[src/rtl/ysyx_23060042_exu_mc.sv]
// Multi-cycle execute stage with valid/ready on both sides.
// ALU and branch ops finish in one cycle; MUL/MULHU iterate XLEN cycles.
module ysyx_23060042_exu_mc #(
    parameter  int XLEN = 32,
    localparam int SHW  = $clog2(XLEN)
) (
    input  logic            clk,
    input  logic            rst,
    input  logic            in_valid,
    output logic            in_ready,
    input  logic [XLEN-1:0] in_pc,
    input  logic [3:0]      in_op,
    input  logic [XLEN-1:0] in_src1,
    input  logic [XLEN-1:0] in_src2,
    input  logic [XLEN-1:0] in_imm,
    input  logic            in_sel_pc,
    input  logic            in_sel_imm,
    input  logic            in_brch,
    input  logic [2:0]      in_brop,
    input  logic [4:0]      in_rd,
    output logic            out_valid,
    input  logic            out_ready,
    output logic [XLEN-1:0] out_wdata,
    output logic [4:0]      out_rd,
    output logic            out_taken,
    output logic [XLEN-1:0] out_target,
    output logic            busy
);

    typedef enum logic {
        IDLE,
        MUL
    } state_t;

    localparam logic [SHW:0] CNT_LAST = (SHW+1)'(XLEN - 1);
    localparam logic [SHW:0] CNT_DONE = (SHW+1)'(XLEN);

    state_t              state;
    logic [SHW:0]        cnt;
    logic [2*XLEN-1:0]   acc;
    logic [XLEN-1:0]     ma;
    logic [XLEN-1:0]     mb;
    logic                mhi;
    logic [4:0]          mrd;

    logic                free;
    logic                accept;
    logic                is_mul;
    logic [XLEN-1:0]     opa;
    logic [XLEN-1:0]     opb;
    logic [SHW-1:0]      shamt;
    logic [XLEN-1:0]     alu_res;
    logic                br_take;
    logic                last;
    logic                done;
    logic [2*XLEN-1:0]   mul_add;
    logic [2*XLEN-1:0]   mul_nxt;
    logic [XLEN-1:0]     mul_res;

    assign free     = !out_valid || out_ready;
    assign in_ready = !rst && (state == IDLE) && free;
    assign accept   = in_valid && in_ready;
    assign is_mul   = !in_brch && (in_op == 4'd10 || in_op == 4'd11);

    assign opa   = in_sel_pc  ? in_pc  : in_src1;
    assign opb   = in_sel_imm ? in_imm : in_src2;
    assign shamt = opb[SHW-1:0];

    // single-cycle ALU result; MUL ops and reserved codes yield 0 here
    always_comb begin
        alu_res = '0;
        case (in_op)
            4'd0:    alu_res = opa + opb;
            4'd1:    alu_res = opa - opb;
            4'd2:    alu_res = opa & opb;
            4'd3:    alu_res = opa | opb;
            4'd4:    alu_res = opa ^ opb;
            4'd5:    alu_res = opa << shamt;
            4'd6:    alu_res = opa >> shamt;
            4'd7:    alu_res = $signed(opa) >>> shamt;
            4'd8:    alu_res = {{(XLEN-1){1'b0}},
                                $signed(opa) < $signed(opb)};
            4'd9:    alu_res = {{(XLEN-1){1'b0}}, opa < opb};
            default: alu_res = '0;
        endcase
    end

    // branch condition always compares the raw register operands
    always_comb begin
        br_take = 1'b0;
        case (in_brop)
            3'd0:    br_take = in_src1 == in_src2;
            3'd1:    br_take = in_src1 != in_src2;
            3'd4:    br_take = $signed(in_src1) < $signed(in_src2);
            3'd5:    br_take = $signed(in_src1) >= $signed(in_src2);
            3'd6:    br_take = in_src1 < in_src2;
            3'd7:    br_take = in_src1 >= in_src2;
            default: br_take = 1'b0;
        endcase
    end

    // one shift-add step; once saturated the accumulator is final
    assign last    = cnt == CNT_LAST;
    assign done    = cnt == CNT_DONE;
    assign mul_add = (!done && mb[cnt[SHW-1:0]])
                   ? ({{XLEN{1'b0}}, ma} << cnt[SHW-1:0])
                   : '0;
    assign mul_nxt = acc + mul_add;
    assign mul_res = mhi ? mul_nxt[2*XLEN-1:XLEN] : mul_nxt[XLEN-1:0];

    // FSM, multiplier state and registered result
    always_ff @(posedge clk or posedge rst) begin
        if (rst) begin
            state      <= IDLE;
            cnt        <= '0;
            acc        <= '0;
            ma         <= '0;
            mb         <= '0;
            mhi        <= 1'b0;
            mrd        <= '0;
            busy       <= 1'b0;
            out_valid  <= 1'b0;
            out_wdata  <= '0;
            out_rd     <= '0;
            out_taken  <= 1'b0;
            out_target <= '0;
        end else begin
            if (out_valid && out_ready) begin
                out_valid <= 1'b0;
            end
            case (state)
                IDLE: begin
                    if (accept) begin
                        if (is_mul) begin
                            ma    <= opa;
                            mb    <= opb;
                            mhi   <= in_op[0];
                            mrd   <= in_rd;
                            acc   <= '0;
                            cnt   <= '0;
                            busy  <= 1'b1;
                            state <= MUL;
                        end else begin
                            out_valid  <= 1'b1;
                            out_wdata  <= in_brch
                                        ? in_pc + XLEN'(4)
                                        : alu_res;
                            out_rd     <= in_brch ? 5'd0 : in_rd;
                            out_taken  <= in_brch && br_take;
                            out_target <= in_pc + in_imm;
                        end
                    end
                end
                MUL: begin
                    if (last || done) begin
                        if (free) begin
                            out_valid  <= 1'b1;
                            out_wdata  <= mul_res;
                            out_rd     <= mrd;
                            out_taken  <= 1'b0;
                            out_target <= '0;
                            cnt        <= '0;
                            busy       <= 1'b0;
                            state      <= IDLE;
                        end else begin
                            acc  <= mul_nxt;
                            cnt  <= CNT_DONE;
                            busy <= 1'b0;
                        end
                    end else begin
                        acc <= mul_nxt;
                        cnt <= cnt + 1'b1;
                    end
                end
                default: state <= IDLE;
            endcase
        end
    end

endmodule

[config.mk]
export PLATFORM = sky130hd
export DESIGN_NAME = ysyx_23060042_exu_mc
export DESIGN_NICKNAME = d
export VERILOG_FILES = /design/src/rtl/ysyx_23060042_exu_mc.sv
export SDC_FILE = /design/constraint.sdc
export NUM_CORES = 2
export LEC_CHECK = 0
export ABC_AREA = 0
export CORE_UTILIZATION = 60
export DETAILED_ROUTE_END_ITERATION = 8
export PLACE_DENSITY = 0.84
export SLEW_MARGIN = 20
export SYNTH_ARGS = -nofsm -noshare
export SYNTH_HDL_FRONTEND = slang
export SYNTH_SLANG_ARGS = --single-unit
[constraint.sdc]
create_clock -name clk -period 9.8 [get_ports clk]
set_clock_uncertainty 0.15 [all_clocks]
set_input_delay 2.94 -clock clk [delete_from_list [all_inputs] [get_ports clk]]
set_output_delay 2.94 -clock clk [all_outputs]
set_load 0.05 [all_outputs]
==> metrics.txt <==
Syn Area/Cell=7.53 um2; top-count cell post-synth=nand2_1; Avg WL per Cell=29.3 um; Via density=7.26; Tot GR Track Use=0.537; Layout Nets=3,969; Clock Latency Late Sink=0.62 ns; RSZ-0062 raised after global routing=no; CP endpoint=in_ready; Final Hold Viols=0; Setup CP Type=input port to output port; Total Routed Length=123 mm; violation count after the first detailed-route iteration=4,792; peak supply drop=0.000305 V; cell taking the most area after synthesis=dfrtp_1; post-route ant nets=0; Critical Path AT=5.04 ns; area grow syn2layout=12.8%; PwrDens=222 nW/um2; Cell variety after synth=87; PostCTS Resize Cnt=0; dpl ws=1.70 ns; Initial Util=0.612; HP Class=register to register; TNS Setup=0 ns; grt total ovfl=0; Syn Nets=3,892; die area=45,000 um2; top cells by area, synth=dfrtp_1 (20%), ha_1 (11%), mux2i_1 (6.4%), o21ai_0 (6.0%), nand2_1 (5.9%); Initial DRT Pass Iterations=9; Most used DFF post-synth=dfrtp_1; critical path depth=3; Least-Margin Pin Slew=1.33 ns; status=finished, violations left; DRC viols=2; clock root cell=clkbuf_16; Slowest cell on crit path=clkdlybuf4s50_1; Slew headroom=0.116; FF-to-FF path depth=19; CP peak stage delay=0.95 ns; synthesized instance count=3,515; layout cells sized above 1=0.0618; reg-to-reg startpoint=cnt[0]; area share of the leading cell type in the synthesized netlist=0.201; CP endpoint kind=output port; die width=212 um; LEAKAGE=0.0134 uW; Tcrit/Tclk final=0.830; number of fillers in the final layout=3,535; clock-pin slew on the worst setup and hold paths=0.06 ns; failing checks=design-rule violations; placed cell area=28,900 um2; WHS=0.334 ns; Worst Setup SP=rst; CP required=6.71 ns; sequential area share after synthesis=0.201; CTS Buffer Depth=3; worst-path maximum fanout=4; Slew Viols, Final=0; crit-path cells=clkdlybuf4s50_1, nor3_1, clkdlybuf4s50_1; top post-synthesis cells by count=nand2_1 (418), o21ai_0 (317), nor2_1 (314), a21oi_1 (288), ha_1 (226); via count=30,500; startpoint types=input port; die height=212 um; H-tree depth=1; Ys Warns=0; Final GP Congestion=1.17; Yosys reg bits=213; Cell Area, Synth=26,500 um2; final setup vio count=0; cell repeated most along the worst path=clkdlybuf4s50_1; Post-synth ARST share=1.00; Largest delay share family, worst path=buffers and inverters; largest net degree at the start of global routing=122; cts hold-fix bufs=0; IO Count=220; worst reg2reg path endpoint=out_wdata[30]; TritonCTS Sinks=213; fmax=0.123 GHz; Num CTS Buffers=27; core area=43,300 um2; flop-to-flop setup slack=2.86 ns; worst setup margin=1.67 ns; PortBufs=219; Min Clock Period, post-route=8.13 ns; Final HPWL DP=94.9 mm; Post-synth EDFFs=0; Post-CTS Setup Bufs=0; worst path bufs/invs=2; max_cap viols=0; vias in the first global route=28,300; Pwr Total=6640 uW; initial antenna violation count=9; TritonCTS clock tree=built; design area=29,900 um2; row cnt=76; first-pass GRT wire length=179 mm
power breakdown:
part / internal, uW / switching (uW) / leakage, uW
Clock: 626 / 468 / 0.000442
Combinational: 1310 / 2730 / 0.0102
Sequential: 1180 / 320 / 0.00276
Total: 3120 / 3520 / 0.0134
metrics by stage:
step,std cells,utilization
floorplan,3515,-
global placement,4148,0.669
detailed placement,4148,0.669
CTS,4195,0.690
global route,4195,0.690
finish,4204,0.690
sequential cells by signal, summed over array words and instances, names as in the netlist:
signal,cells
acc,64
ma,32
mb,32
out_target,32
out_wdata,32
cnt,6
mrd,5
out_rd,5
busy,1
mhi,1
out_taken,1
out_valid,1
state,1
worst reg2reg max path, cell delays in order, from the launching register on:
cell and delay (ns):
dfrtp_2 0.82, mux4_2 0.71, mux4_2 0.54, nand2_1 0.24, inv_1 0.20, a21oi_2 0.19
buf_4 0.32, nor2_1 0.11, ha_1 0.43, nand2_1 0.12, nor4_1 0.32, nand3_1 0.16
nor2_1 0.12, a21oi_1 0.23, o41ai_2 0.83, a21o_1 0.24, a31oi_1 0.14, or3_1 0.40
a21oi_1 0.39, o32a_1 0.22
routing by layer:
metal	global-route usage	wire [um]
met5	0	40
met4	0.482	13500
met3	0.163	15600
met2	0.786	50500
met1	0.635	43400
layout make-up:
class | count | area [um2] | share of cell area
tap | 585 | 732 | 0.0245
clock inverter | 10 | 158 | 0.00528
multi-input combinational | 2886 | 19500 | 0.654
antenna | 9 | 22.5 | 0.000754
inverter | 192 | 728 | 0.0244
sequential | 213 | 5330 | 0.179
clock buffer | 37 | 763 | 0.0256
timing repair buffer | 272 | 2590 | 0.0868
worst min path at each step:
stage / start / end / slack (ns) / depth (start not counted)
floorplan: mb[10] / mb[10] / 0.29 / 2
global placement: mb[12] / mb[12] / 0.31 / 2
detailed placement: mb[30] / mb[30] / 0.32 / 2
CTS: mb[30] / mb[30] / 0.33 / 2
global route: mb[30] / mb[30] / 0.34 / 2
finish: mb[2] / mb[2] / 0.33 / 2
placed cells by master (no fill, tap or decap), types with 27 or more instances in the layout:
| cell type | instances |
|---|---|
| buf_4 | 52 |
| mux2_2 | 27 |
| a21oi_1 | 286 |
| nand3_1 | 124 |
| xnor2_1 | 81 |
| ha_1 | 226 |
| o211ai_1 | 49 |
| clkbuf_16 | 27 |
| nand4_1 | 43 |
| o22ai_1 | 29 |
| inv_1 | 177 |
| mux4_2 | 31 |
| nor2b_1 | 33 |
| nor2_1 | 313 |
| a221oi_1 | 39 |
| xor2_1 | 50 |
| o21ai_0 | 317 |
| nand2b_1 | 27 |
| a211oi_1 | 49 |
| clkdlybuf4s50_1 | 217 |
| dfrtp_1 | 211 |
| a21o_1 | 84 |
| nand2_1 | 417 |
| a31oi_1 | 47 |
| mux2i_1 | 166 |
| o21bai_1 | 34 |
| nor3_1 | 50 |
cell families after synthesis:
group / synth area share
multiplexers: 0.111
adder cells (fa/ha/maj): 0.110
AND/OR/NAND/NOR: 0.183
flip-flops: 0.201
AO/OA/AOI/OAI: 0.287
buffers and inverters: 0.0633
XOR/XNOR: 0.0433
Power figures use the tool's default switching activity.
